===== src/rtl/fetch_pc_if.sv =====
// fetch_pc_if: redirect, instruction-memory and decode-side signals of the fetch stage.
interface fetch_pc_if;
    logic        redirectValid;
    logic [31:0] redirectPC;
    logic        imemReqValid;
    logic [31:0] imemReqAddr;
    logic        imemReqReady;
    logic        imemRespValid;
    logic [31:0] imemRespData;
    logic        instValid;
    logic [31:0] instData;
    logic [31:0] instPC;
    logic        instReady;
    logic        fetchMisaligned;
    modport master (
        input  redirectValid, redirectPC, imemReqReady, imemRespValid, imemRespData, instReady,
        output imemReqValid, imemReqAddr, instValid, instData, instPC, fetchMisaligned
    );
    modport slave (
        output redirectValid, redirectPC, imemReqReady, imemRespValid, imemRespData, instReady,
        input  imemReqValid, imemReqAddr, instValid, instData, instPC, fetchMisaligned
    );
endinterface


===== src/rtl/fetch_pc_unit.sv =====
// fetch_pc_unit: PC register and single-outstanding instruction fetch feeding a 2-entry decode queue.
module fetch_pc_unit #(
    parameter logic [31:0] RESET_PC = 32'h0000_0000,
    parameter int          QDEPTH   = 2
) (
    input logic        clk,
    input logic        rst_n,
    fetch_pc_if.master bus
);
    typedef enum logic [1:0] {REQ, WAIT, FLUSH, HALT} state_t;
    state_t      state, state_nxt;
    logic [31:0] pc, req_pc;
    logic [31:0] q_pc [2];
    logic [31:0] q_data [2];
    logic [1:0]  count;
    logic        halt_pend, halt_pend_nxt, misaligned;
    logic        hs, pop, push, redir_ok, redir_bad, pending, wr0, wr1, shift;
    assign bus.imemReqValid    = rst_n && state == REQ && count < 2'(QDEPTH);
    assign bus.imemReqAddr     = pc;
    assign bus.instValid       = count != 2'd0;
    assign bus.instData        = q_data[0];
    assign bus.instPC          = q_pc[0];
    assign bus.fetchMisaligned = misaligned;
    assign hs        = bus.imemReqValid && bus.imemReqReady;
    assign pop       = bus.instValid && bus.instReady;
    assign redir_ok  = bus.redirectValid && bus.redirectPC[1:0] == 2'b00;
    assign redir_bad = bus.redirectValid && bus.redirectPC[1:0] != 2'b00;
    // a request is still in flight after this cycle: the redirect must discard its response
    assign pending   = (state == WAIT || state == FLUSH) ? !bus.imemRespValid : hs;
    assign push      = state == WAIT && bus.imemRespValid && !bus.redirectValid;
    assign wr0       = push && (count == 2'd0 || (count == 2'd1 && pop));
    assign wr1       = push && (count == 2'd2 || (count == 2'd1 && !pop));
    assign shift     = pop && count == 2'd2;
    always_comb begin
        state_nxt     = state;
        halt_pend_nxt = halt_pend;
        if (bus.redirectValid) begin
            state_nxt     = pending ? FLUSH : redir_ok ? REQ : HALT;
            halt_pend_nxt = redir_bad && pending;
        end else begin
            case (state)
                REQ:     state_nxt = hs ? WAIT : REQ;
                WAIT:    state_nxt = bus.imemRespValid ? REQ : WAIT;
                FLUSH: begin
                    state_nxt     = !bus.imemRespValid ? FLUSH : halt_pend ? HALT : REQ;
                    halt_pend_nxt = halt_pend && !bus.imemRespValid;
                end
                default: state_nxt = HALT;
            endcase
        end
    end
    always_ff @(posedge clk or negedge rst_n) begin
        if (!rst_n) begin
            state      <= REQ;
            pc         <= RESET_PC;
            req_pc     <= '0;
            count      <= '0;
            halt_pend  <= 1'b0;
            misaligned <= 1'b0;
            q_pc[0]    <= '0;
            q_pc[1]    <= '0;
            q_data[0]  <= '0;
            q_data[1]  <= '0;
        end else begin
            state      <= state_nxt;
            halt_pend  <= halt_pend_nxt;
            misaligned <= redir_bad;
            pc         <= redir_ok ? bus.redirectPC : (hs && !bus.redirectValid) ? pc + 32'd4 : pc;
            req_pc     <= hs ? pc : req_pc;
            count      <= bus.redirectValid ? 2'd0 : count + {1'b0, push} - {1'b0, pop};
            q_pc[0]    <= shift ? q_pc[1] : wr0 ? req_pc : q_pc[0];
            q_data[0]  <= shift ? q_data[1] : wr0 ? bus.imemRespData : q_data[0];
            q_pc[1]    <= wr1 ? req_pc : q_pc[1];
            q_data[1]  <= wr1 ? bus.imemRespData : q_data[1];
        end
    end
endmodule


===== src/flat_wrapper.sv =====
// flat-port wrapper written by rule: the top's interface ports become plain ports
module fetch_pc_unit_flat 
#(
    parameter logic [31:0] RESET_PC = 32'h0000_0000,
    parameter int          QDEPTH   = 2
)
  (clk, rst_n, bus_redirectValid, bus_redirectPC, bus_imemReqReady, bus_imemRespValid, bus_imemRespData, bus_instReady, bus_imemReqValid, bus_imemReqAddr, bus_instValid, bus_instData, bus_instPC, bus_fetchMisaligned);
  fetch_pc_if bus_i ();
  input logic clk;
  input logic rst_n;
  input wire logic [$bits(bus_i.redirectValid)-1:0] bus_redirectValid;
  input wire logic [$bits(bus_i.redirectPC)-1:0] bus_redirectPC;
  input wire logic [$bits(bus_i.imemReqReady)-1:0] bus_imemReqReady;
  input wire logic [$bits(bus_i.imemRespValid)-1:0] bus_imemRespValid;
  input wire logic [$bits(bus_i.imemRespData)-1:0] bus_imemRespData;
  input wire logic [$bits(bus_i.instReady)-1:0] bus_instReady;
  output wire logic [$bits(bus_i.imemReqValid)-1:0] bus_imemReqValid;
  output wire logic [$bits(bus_i.imemReqAddr)-1:0] bus_imemReqAddr;
  output wire logic [$bits(bus_i.instValid)-1:0] bus_instValid;
  output wire logic [$bits(bus_i.instData)-1:0] bus_instData;
  output wire logic [$bits(bus_i.instPC)-1:0] bus_instPC;
  output wire logic [$bits(bus_i.fetchMisaligned)-1:0] bus_fetchMisaligned;
  assign bus_i.redirectValid = bus_redirectValid;
  assign bus_i.redirectPC = bus_redirectPC;
  assign bus_i.imemReqReady = bus_imemReqReady;
  assign bus_i.imemRespValid = bus_imemRespValid;
  assign bus_i.imemRespData = bus_imemRespData;
  assign bus_i.instReady = bus_instReady;
  assign bus_imemReqValid = bus_i.imemReqValid;
  assign bus_imemReqAddr = bus_i.imemReqAddr;
  assign bus_instValid = bus_i.instValid;
  assign bus_instData = bus_i.instData;
  assign bus_instPC = bus_i.instPC;
  assign bus_fetchMisaligned = bus_i.fetchMisaligned;
  fetch_pc_unit #(.RESET_PC(RESET_PC), .QDEPTH(QDEPTH)) u_core (.clk(clk), .rst_n(rst_n), .bus(bus_i));
endmodule

===== config.mk =====
export PLATFORM = sky130hd
export DESIGN_NAME = fetch_pc_unit_flat
export DESIGN_NICKNAME = d
export VERILOG_FILES = /design/src/rtl/fetch_pc_if.sv /design/src/rtl/fetch_pc_unit.sv /design/src/flat_wrapper.sv
export SDC_FILE = /design/constraint.sdc
export NUM_CORES = 1
export LEC_CHECK = 0
export BUFFER_PORTS_ARGS = -buffer_cell sky130_fd_sc_hd__buf_2
export CORE_MARGIN = 2
export CORE_UTILIZATION = 55
export DETAILED_ROUTE_END_ITERATION = 7
export PLACE_DENSITY = 0.85
export SYNTH_ARGS = -nofsm -noshare
export SYNTH_HDL_FRONTEND = slang
export SYNTH_SLANG_ARGS = --single-unit

===== constraint.sdc =====
create_clock -name clk -period 5.3 [get_ports clk]
set_clock_uncertainty 0.2 [all_clocks]
set_input_delay 0.265 -clock clk [delete_from_list [all_inputs] [get_ports clk]]
set_output_delay 0.265 -clock clk [all_outputs]
set_load 0.1 [all_outputs]

# Word-level counts from Yosys, hierarchy flattened
# Cells that the tools add are included.
word_totals:
  elab_cells: 66
  reg_bits: 198
  latch_bits: 0
  mem_count: 0
  in_bits: 70
  mem_bits_ro: 0
  ramBits: 0
  output_inout_bits: 99
op_classes:
  n_eq_ne: 4
  reduce_logical: 30
  bitwise_logic: 0
  shift: 0
  order_cmp: 1
  div_mod_pow: 0
  mux: 18
  n_mul: 0
  addsub: 3
op_table:
  columns: ["op", "count"]
  rows:
  - ["$mux W32", 6]
  - ["$add A32 B3 Y32 const B", 1]
  - ["$logic_and A1 B1 Y1", 16]
  - ["$mux W2", 6]
  - ["$reduce_bool A2 Y1", 5]
  - ["$logic_not A2 Y1", 3]
  - ["$pmux W2 S3", 1]
  - ["$mux W1", 5]
  - ["$eq A2 B1 Y1 const B", 2]
  - ["$eq A2 B2 Y1 const B", 2]
  - ["$logic_not A1 Y1", 3]
  - ["$logic_or A1 B1 Y1", 3]
  - ["$add A2 B1 Y2", 1]
  - ["$lt A2 B2 Y1 const B", 1]
  - ["$sub A2 B1 Y2", 1]

# Depth between registers and ports, before layout
# Gate-level depths: netlist of run 1.
depth:
  depth_word: 7
  depth_mapped: 10
  ltp_nobuf: 8

# Least setup slack after synthesis of run 1
# Ideal clock, no wire load.
synth_timing:
  kind: "register to register"
  start: "reg u_core.pc[6] (netlist: u_core.bus.imemReqAddr[6])"
  end: "reg u_core.pc[31] (netlist: u_core.bus.imemReqAddr[31])"
  setup_time_ns: 0.137
  t_arrival_ns: 2.367
  stages_incl_launch_ff: 7
  t_required_ns: 4.963
  slack_ns: 2.596
  period_less_slack_ns: 2.704
  path_buffers: 1
  cell_sequence: "dfrtp_1 -> nand4_2 -> or4_4 -> buf_6 -> nor4_4 -> xnor2_1 -> a21oi_1"
synth_between:
  elab_chain_len: 3
synth_rtl:
  columns: ["item", "line_no", "text"]
  rows:
  - ["from (decl)", "fetch_pc_unit.sv:12", "logic [31:0] pc, req_pc;"]
  - ["from (signal assigned)", "fetch_pc_unit.sv:68", "pc <= redir_ok ? bus.redirectPC : (hs && !bus.redirectValid) ? pc + 32'd4 : pc;"]
  - ["$add A32 B3 Y32", "fetch_pc_unit.sv:68", null]
  - ["$mux W32 (2 in a row)", "fetch_pc_unit.sv:68", null]
# Every way passes these cells. The select of a mux whose other input is x is not followed.
# A chain may end at the register's enable or synchronous reset.

# Worst setup path after layout of run 1
layout_timing:
  start: "in bus_redirectValid"
  end: "reg u_core.q_data (netlist bit u_core.bus.instData[27])"
layout_between:
  elab_chain_len: 4
layout_rtl:
  columns: ["item", "line_no", "text"]
  rows:
  - ["from (decl)", "flat_wrapper.sv:11", "input wire logic [$bits(bus_i.redirectValid)-1:0] bus_redirectValid;"]
  - ["$logic_not A1 Y1", "fetch_pc_unit.sv:30", "assign push = state == WAIT && bus.imemRespValid && !bus.redirectValid;"]
  - ["$logic_and A1 B1 Y1", "fetch_pc_unit.sv:30", null]
  - ["$logic_and A1 B1 Y1", "fetch_pc_unit.sv:31", "assign wr0 = push && (count == 2'd0 || (count == 2'd1 && pop));"]
  - ["$reduce_bool A2 Y1 (no line)", null, null]
  - ["to (decl)", "fetch_pc_unit.sv:14", "logic [31:0] q_data [2];"]
# Every way passes these cells.

==> flow_summary.json, run 1 <==
{
  "htreeDepth": 4,
  "firstDrtPassIters": 5,
  "gp_congestion": 0.855,
  "final-hold-violation-count": 0,
  "worst-r2r-setup-slack_ns": 2.35,
  "cts_tree": "done",
  "grt_use_total": 0.239,
  "synth_edf_count": 0,
  "clkTransAtPathRegs_ns": 0.07,
  "relSlewSlack": 0.192,
  "setup-violations-final": 0,
  "drive_gt1_frac": 0.280,
  "rr_worst_depth": 8,
  "drc": 0,
  "synthesis.area_um2": 9180,
  "core_area_um2": 16500,
  "ys.flop_type": "dfrtp_1",
  "startpoint_type": "input port",
  "via_per_inst": 5.46,
  "synth_area_leader_cell": "dfrtp_1",
  "dpl.hpwl_mm": 12.7,
  "drv_slew": 0,
  "numPortBuffers": 168,
  "die_y_um": 133,
  "dpl-instance-area_um2": 9710,
  "slowest_delay_ns": 0.68,
  "ys_seq_area_frac": 0.540,
  "num-nets-final": 1083,
  "syn2layout_area_growth_pct": 19.0,
  "fin_crit_sh": 0.566,
  "holdPathStages": 3,
  "cts_buffer_depth": 2,
  "crit_start": "bus_redirectValid",
  "fin_crit_ns": 3.00,
  "end_kind": "register",
  "syn_nets": 933,
  "grt_pass1_wl_mm": 33.7,
  "worstHoldStart": "bus_redirectPC[0]",
  "synth_area_per_cell_um2": 10.7,
  "die_w_um": 133,
  "hold_end": "u_core.bus.fetchMisaligned$_DFF_PN0_",
  "final_cell_area_um2": 10900,
  "start_util": 0.557,
  "postCtsHoldBufs": 65,
  "synth_most_common_cell": "dfrtp_1",
  "crit_fanout": 62,
  "placementRows": 47,
  "dieArea_um2": 17700,
  "gr-total-overflow": 0,
  "hp-class": "input port to register",
  "num_io_pins": 169,
  "worstPathArrival_ns": 3.15,
  "yosysWarnings": 0,
  "ys_seq_elements": 198,
  "worst_pin_slew_ns": 1.21,
  "ys_types": 45,
  "first_iter_violations": 466,
  "synthArstFlopShare": 1.00,
  "clock-sinks": 198,
  "antenna_left": 0,
  "fin_tns_setup_ns": 0,
  "synth_common_cells": "dfrtp_1, nand2_1, nor2_1",
  "cap_viol_max_count": 0,
  "path_cells": "dlygate4sd3_1, buf_2, and3b_1, mux2i_1, o21ai_4, buf_4, nor2_1, a21oi_1",
  "synth_cells": 856,
  "ys_top_cells_by_area": "dfrtp_1, mux2_2, mux2i_1",
  "max_freq_mhz": 333,
  "r2r-start": "u_core.state[1]$_DFF_PN0_",
  "drt_wl_total_mm": 20.5,
  "postCtsSetupBuffers": 0,
  "rsz0062_at_grt": "no",
  "path_class": "input port to register",
  "diodes": 0,
  "post_drt_wl_per_cell_um": 16.6,
  "netlist.area_leader.share": 0.540,
  "cp.required_ns": 5.44,
  "routed-via-count": 6759,
  "clock_latency_ns": 0.43,
  "cpMaxStageDelayCell": "o21ai_4",
  "clock-root-buffer": "clkbuf_16",
  "status": "complete, no violations",
  "grt_max_degree": 75,
  "r2r-end": "u_core.bus.instData[27]$_DFFE_PN0P_",
  "grt_pass1_vias": 6754,
  "antenna_found_initial": 0,
  "cts_inserted_buffers": 17,
  "cts_resized": 0
}
==> flip-flops by register name, summed over array words and instances (netlist names), 2 cells and up <==
| name | flops |
|---|---|
| u_core.count | 2 |
| u_core.bus.instPC | 32 |
| u_core.bus.imemReqAddr | 32 |
| u_core.q_data | 32 |
| u_core.state | 2 |
| u_core.req_pc | 32 |
| u_core.bus.instData | 32 |
| u_core.q_pc | 32 |
==> layer usage <==
| layer | vias up | GRT usage | part of all wire |
|---|---|---|---|
| li1 | 3132 | - | - |
| met1 | 3332 | 0.322 | 0.43 |
| met4 | 0 | 0.0745 | 0.018 |
| met5 | - | 0 | 0 |
| met3 | 32 | 0.0510 | 0.061 |
| met2 | 263 | 0.394 | 0.49 |
==> worst max-delay path, delay by kind of cell <==
family / cells / cell delay [ns]
buffers and inverters: 3 / 1.36
AOI/OAI and AO/OA: 2 / 0.85
and+or+nand+nor: 2 / 0.50
muxes: 1 / 0.15
==> logic make-up after synthesis <==
| kind of cell | after synthesis | synth area share |
|---|---|---|
| AOI/OAI and AO/OA | 108 | 0.0620 |
| xor gates and xnor gates | 25 | 0.0239 |
| adders and majority gates | 7 | 0.00954 |
| buffers and inverters | 120 | 0.0781 |
| DFF | 198 | 0.540 |
| muxes | 131 | 0.152 |
| and+or+nand+nor | 267 | 0.135 |
==> per-stage QoR <==
| stage | hold WS [ns] | instances | utilization | setup slack, ns |
|---|---|---|---|---|
| after floorplan | -0.231 | 856 | - | 2.60 |
| after global placement | 0.118 | 1142 | 0.590 | 2.57 |
| after detailed placement | 0.120 | 1142 | 0.590 | 2.39 |
| after CTS | 0.00153 | 1237 | 0.663 | 2.32 |
| after global routing | 0.0250 | 1237 | 0.663 | 2.07 |
| final | 0.0356 | 1237 | 0.663 | 2.30 |
==> cell usage in the layout, fill, tap and decap left out, drive strengths merged, types with 5 or more instances in the layout <==
cell         synthesis  routed
dfrtp              198     198
buf                 84     175
nand2              115     115
nor2                87      87
a21oi               75      75
mux2i               67      67
dlygate4sd3          0      65
mux2                64      64
o21ai               23      23
clkbuf              26      21
xnor2               17      17
inv                 10      12
nor3                12      12
nor4                10      10
nand3                9       9
xor2                 8       8
nand4                8       8
ha                   7       7
and2                 6       6
and4                 5       5
clkinv               0       5
==> worst max path at each step <==
stage | end | slack [ns] | depth (start not counted)
6_report | u_core.bus.instData[27]$_DFFE_PN0P_ | 2.30 | 8
2_1_floorplan | u_core.bus.imemReqAddr[31]$_DFFE_PN0P_ | 2.60 | 6
4_1_cts | u_core.bus.instData[27]$_DFFE_PN0P_ | 2.32 | 8
3_3_place_gp | u_core.bus.instData[15]$_DFFE_PN0P_ | 2.57 | 8
5_1_grt | u_core.bus.instData[27]$_DFFE_PN0P_ | 2.07 | 8
3_5_place_dp | u_core.bus.instData[27]$_DFFE_PN0P_ | 2.39 | 8
==> area by class of cell <==
| cell class | instances | area, um2 |
|---|---|---|
| Multi-Input combinational cell | 538 | 3530 |
| Timing Repair Buffer | 241 | 1560 |
| Sequential cell | 198 | 4950 |
| Inverter | 10 | 37.5 |
| Tap cell | 220 | 275 |
| Clock inverter | 10 | 98.8 |
| Fill cell | 1226 | 5550 |
| Clock buffer | 20 | 457 |
Power of run 1 is not shown: default switching activity piles up to over one toggle a cycle in this logic, so the estimate is an artifact.
==> inputs of run 2 (changes only) <==
- ABC_AREA: not set -> 1
- clock period: 5.3 -> 2.9 ns (I/O delays scaled with it)
==> flow_summary.json, run 2 <==
{
  "status": "finished with violations",
  "violations": "negative hold slack",
  "setup-violations-final": 0,
  "path_class": "input port to register",
  "netlist.area_leader.share": 0.513,
  "worstPathArrival_ns": 2.81,
  "most-common-layout-cells": "nor2_1, a21oi_1, dfrtp_1, nand2_1, buf_2",
  "placementRows": 48,
  "worst_pin_slew_ns": 0.860,
  "start_util": 0.561,
  "num-nets-final": 1437,
  "fin_crit_sh": 0.932,
  "die_y_um": 137,
  "gr-total-overflow": 0,
  "fin_tns_setup_ns": 0,
  "syn2layout_area_growth_pct": 19.1,
  "dieArea_um2": 18700,
  "clock-root-buffer": "clkbuf_16",
  "via_per_inst": 5.17,
  "drt_wl_total_mm": 22.5,
  "antenna_left": 0,
  "cap_viol_max_count": 0,
  "synthesis.area_um2": 9670,
  "core_area_um2": 17200,
  "cp.required_ns": 3.01,
  "grt_use_total": 0.246,
  "die_w_um": 137,
  "synth_edf_count": 0,
  "yosysWarnings": 0,
  "htreeDepth": 4,
  "synth_cells": 1215,
  "grt_pass1_vias": 7601,
  "ys_seq_area_frac": 0.513,
  "max_freq_mhz": 370,
  "hp-class": "input port to asynchronous set/reset pin",
  "drc": 0,
  "post_drt_wl_per_cell_um": 14.1,
  "cts_tree": "done",
  "synth_area_leader_cell": "dfrtp_1",
  "numPortBuffers": 168,
  "rsz0062_at_grt": "no",
  "synth_most_common_cell": "nor2_1",
  "drv_slew": 0,
  "diodes": 0,
  "grt_pass1_wl_mm": 36.4,
  "first_iter_violations": 517,
  "clock-sinks": 198,
  "clkTransAtPathRegs_ns": 0.07,
  "startpoint_type": "input port",
  "clock_latency_ns": 0.43,
  "ys.flop_type": "dfrtp_1",
  "dpl.hpwl_mm": 14.7,
  "num_io_pins": 169,
  "final-hold-violation-count": 1,
  "ys_seq_elements": 198,
  "grt_max_degree": 129,
  "firstDrtPassIters": 6,
  "drive_gt1_frac": 0.168,
  "fin_crit_ns": 2.70,
  "ys_top_cells_by_area": "dfrtp_1, a21oi_1, nor2_1",
  "ys_types": 33,
  "synth_area_per_cell_um2": 7.96,
  "final_common_cell": "nor2_1",
  "synth_common_cells": "nor2_1, a21oi_1, dfrtp_1",
  "cts_inserted_buffers": 17,
  "crit_fanout": 29,
  "antenna_found_initial": 0,
  "syn_nets": 1292,
  "holdWs_ns": -0.00114,
  "fillCellCount": 1359,
  "gp_congestion": 0.953,
  "relSlewSlack": 0.427,
  "routed-via-count": 8259,
  "cts_buffer_depth": 2,
  "end_kind": "register",
  "synthArstFlopShare": 1.00
}
==> run 2: timing repair <==
action                                 in CTS  in global routing
endpoints found under the hold margin     175                  0
setup buffers                               0                  3
gates resized for setup                     0                  1
hold buffers                               68                  0
setup endpoints to repair                   0                  1
==> run 2: metal layers <==
metal / vias to the layer above / routed length, um / GRT usage
met2: 321 / 10500 / 0.383
li1: 4082 / - / -
met1: 3818 / 10000 / 0.348
met4: 0 / 451 / 0.0897
met5: - / 0 / 0
met3: 38 / 1550 / 0.0415
==> run 2: stage by stage <==
step           cells  worst slack, ns  instance area (um2)  hold WS (ns)   util
4_1_cts         1595            0.125                11500       0.00417  0.666
3_5_place_dp    1495            0.762                10200       -0.0936  0.590
2_1_floorplan   1215            0.463                 9670        -0.351      -
5_1_grt         1598           0.0793                11500        0.0346  0.668
6_report        1598            0.197                11500      -0.00114  0.668
3_3_place_gp    1495            0.927                10200        -0.102  0.590
==> run 2: worst paths after layout <==
| path | start | to | slack [ns] | cells past startpoint |
|---|---|---|---|---|
| setup / recovery | bus_redirectPC[0] | u_core.bus.imemReqAddr[5]$_DFFE_PN0P_ | 0.20 | 10 |
| hold / removal | rst_n | u_core.halt_pend$_DFFE_PN0P_ | -0.001 | 2 |
| setup reg to reg | u_core.state[0]$_DFF_PN0_ | u_core.bus.imemReqAddr[5]$_DFFE_PN0P_ | 0.33 | 9 |
| hold reg to reg | u_core.req_pc[30]$_DFFE_PN0P_ | u_core.req_pc[30]$_DFFE_PN0P_ | 0.30 | 2 |
| max in group asynchronous | rst_n | u_core.q_data[2]$_DFFE_PN0P_ | 0.99 | 4 |
| min in group clk | bus_imemReqReady | u_core.bus.imemReqAddr[31]$_DFFE_PN0P_ | 0.03 | 5 |
==> run 2: layout make-up <==
type / count / area, um2 / area share
sequential: 198 / 4950 / 0.431
clock inverter: 11 / 170 / 0.0148
inverter: 115 / 435 / 0.0378
tap: 225 / 282 / 0.0245
multi-input combinational: 779 / 3530 / 0.307
timing repair buffer: 249 / 1670 / 0.145
clock buffer: 21 / 470 / 0.0409
==> run 2: logic make-up (layout without fill, tap and decap cells) <==
logic type,after synthesis,in the layout,share of synthesized area
multiplexers,3,3,0.00349
flip-flops,198,198,0.513
XOR/XNOR,5,5,0.00453
adder cells (fa/ha/maj),7,7,0.00906
buffers and inverters,238,396,0.124
AND/OR/NAND/NOR,500,500,0.206
AO/OA/AOI/OAI,264,264,0.140
==> run 2: critical path, stage by stage <==
cell and delay [ns]:
dlygate4sd3_1 0.52, buf_2 0.09, nor2_1 0.03, dlygate4sd3_1 0.56, nand2_1 0.15, buf_4 0.35
clkinvlp_4 0.22, nand2_1 0.09, nand3_1 0.08, dlygate4sd3_1 0.57
Power of run 2 is left out for the same reason.
==> inputs of run 3 (changes only) <==
- ABC_AREA: 1 -> not set
- PLACE_DENSITY: 0.85 -> 0.79
- RECOVER_POWER: not set -> 25
==> flow_summary.json, run 3 (same netlist as run 1, synthesis figures left out) <==
{
  "drive_gt1_frac": 0.270,
  "path_class": "register to register",
  "cts_buffer_depth": 2,
  "status": "finished with violations",
  "crit_fanout": 7,
  "holdWs_ns": 0.0727,
  "die_y_um": 133,
  "clock_latency_ns": 0.43,
  "startpoint_type": "register",
  "met1Wirelength_mm": 9.42,
  "drt_wl_total_mm": 20.3,
  "grt_max_degree": 181,
  "most-common-layout-cells": "dfrtp_1, buf_2, nand2_1, nor2_1, a21oi_1",
  "hold_end": "u_core.req_pc[17]$_DFFE_PN0P_",
  "place_worst_setup_slack_ns": 0.575,
  "cts_tree": "done",
  "post_drt_wl_per_cell_um": 16.3,
  "antenna_found_initial": 0,
  "num-nets-final": 1091,
  "dpl.hpwl_mm": 12.5,
  "hp-class": "input port to register",
  "syn2layout_area_growth_pct": 20.0,
  "fin_tns_setup_ns": 0,
  "routed-via-count": 6717,
  "cap_viol_max_count": 1,
  "drv_slew": 181,
  "htreeDepth": 4,
  "wl_met2_mm": 9.33,
  "setup-violations-final": 0,
  "timing.final.ws_setup_ns": 0.525,
  "numPortBuffers": 168,
  "clock-root-buffer": "clkbuf_16",
  "gp_congestion": 0.848,
  "cp.required_ns": 3.03,
  "firstDrtPassIters": 7,
  "gr-total-overflow": 0,
  "first_iter_violations": 399,
  "final_common_cell": "dfrtp_1",
  "grt_pass1_vias": 6460,
  "cts_inserted_buffers": 17,
  "die_w_um": 133,
  "worstPathArrival_ns": 2.50,
  "dieArea_um2": 17700,
  "core_area_um2": 16500,
  "post-route-util": 0.669,
  "holdPathStages": 4,
  "diodes": 0,
  "drc": 0,
  "worstHoldStart": "bus_imemReqReady",
  "fin_crit_sh": 0.819,
  "grt_use_total": 0.234,
  "worst-r2r-setup-slack_ns": 0.52,
  "placementRows": 47,
  "rr_worst_depth": 8,
  "postCtsSetupBuffers": 0,
  "num_io_pins": 169,
  "relSlewSlack": -0.0566,
  "violations": "max-capacitance violations, max-slew violations",
  "r2r-end": "u_core.bus.imemReqAddr[13]$_DFFE_PN0P_",
  "rsz0062_at_grt": "no",
  "clkTransAtPathRegs_ns": 0.07,
  "top_layer_used": "met4",
  "clock-sinks": 198,
  "max_freq_mhz": 421,
  "grt_pass1_wl_mm": 33.0,
  "fin_crit_ns": 2.38,
  "antenna_left": 0,
  "final-hold-violation-count": 0,
  "worst_pin_slew_ns": 1.58,
  "r2r-start": "u_core.state[1]$_DFF_PN0_",
  "end_kind": "register",
  "via_per_inst": 5.40,
  "route.met3.wl_mm": 1.34,
  "start_util": 0.557
}
[run 3: routing by layer]
layer / GRT usage / up-vias
li1: - / 3160
met1: 0.343 / 3268
met2: 0.360 / 266
met3: 0.0495 / 23
met4: 0.0579 / 0
met5: 0 / -
[run 3: critical path: stages (launching register included)]
cell and delay, ns:
dfrtp_1 0.41, inv_1 0.09, ha_1 0.19, nand4b_1 0.28, buf_4 0.27, or3_1 0.40, nor3_1 0.17, nor3_1 0.07
a211oi_1 0.20
[run 3: what timing repair did]
item | in CTS | in global routing
hold buffers | 69 | 0
hold endpoints to repair | 298 | 0
endpoints found under the setup margin | 0 | 0
resized for setup | 0 | 0
[run 3: worst max-delay path by stage]
stage	startpoint	end	slack, ns	cells past startpoint
finish	u_core.state[1]$_DFF_PN0_	u_core.bus.imemReqAddr[13]$_DFFE_PN0P_	0.52	8
global route	rst_n	u_core.req_pc[26]$_DFFE_PN0P_	0.28	3
CTS	u_core.state[1]$_DFF_PN0_	u_core.bus.imemReqAddr[13]$_DFFE_PN0P_	0.55	8
detailed placement	u_core.state[1]$_DFF_PN0_	u_core.bus.imemReqAddr[13]$_DFFE_PN0P_	0.57	8
global placement	u_core.bus.imemReqAddr[6]$_DFFE_PN0P_	u_core.bus.imemReqAddr[19]$_DFFE_PN0P_	0.66	5
floorplan	u_core.bus.imemReqAddr[6]$_DFFE_PN0P_	u_core.bus.imemReqAddr[31]$_DFFE_PN0P_	0.20	6
[run 3: area by class of cell]
cell class / count / area [um2]
clock buffer: 20 / 437
clock inverter: 9 / 129
fill: 1247 / 5450
inverter: 10 / 37.5
multi-input combinational: 538 / 3530
sequential: 198 / 4950
tap: 220 / 275
timing repair buffer: 249 / 1650
[run 3: per-stage QoR]
step	std cells	instance area [um2]
after CTS	1244	11000
after detailed placement	1146	9790
after global placement	1146	9790
after floorplan	856	9180
final	1244	11000
after global routing	1244	11000
Power of run 3 is left out for the same reason.
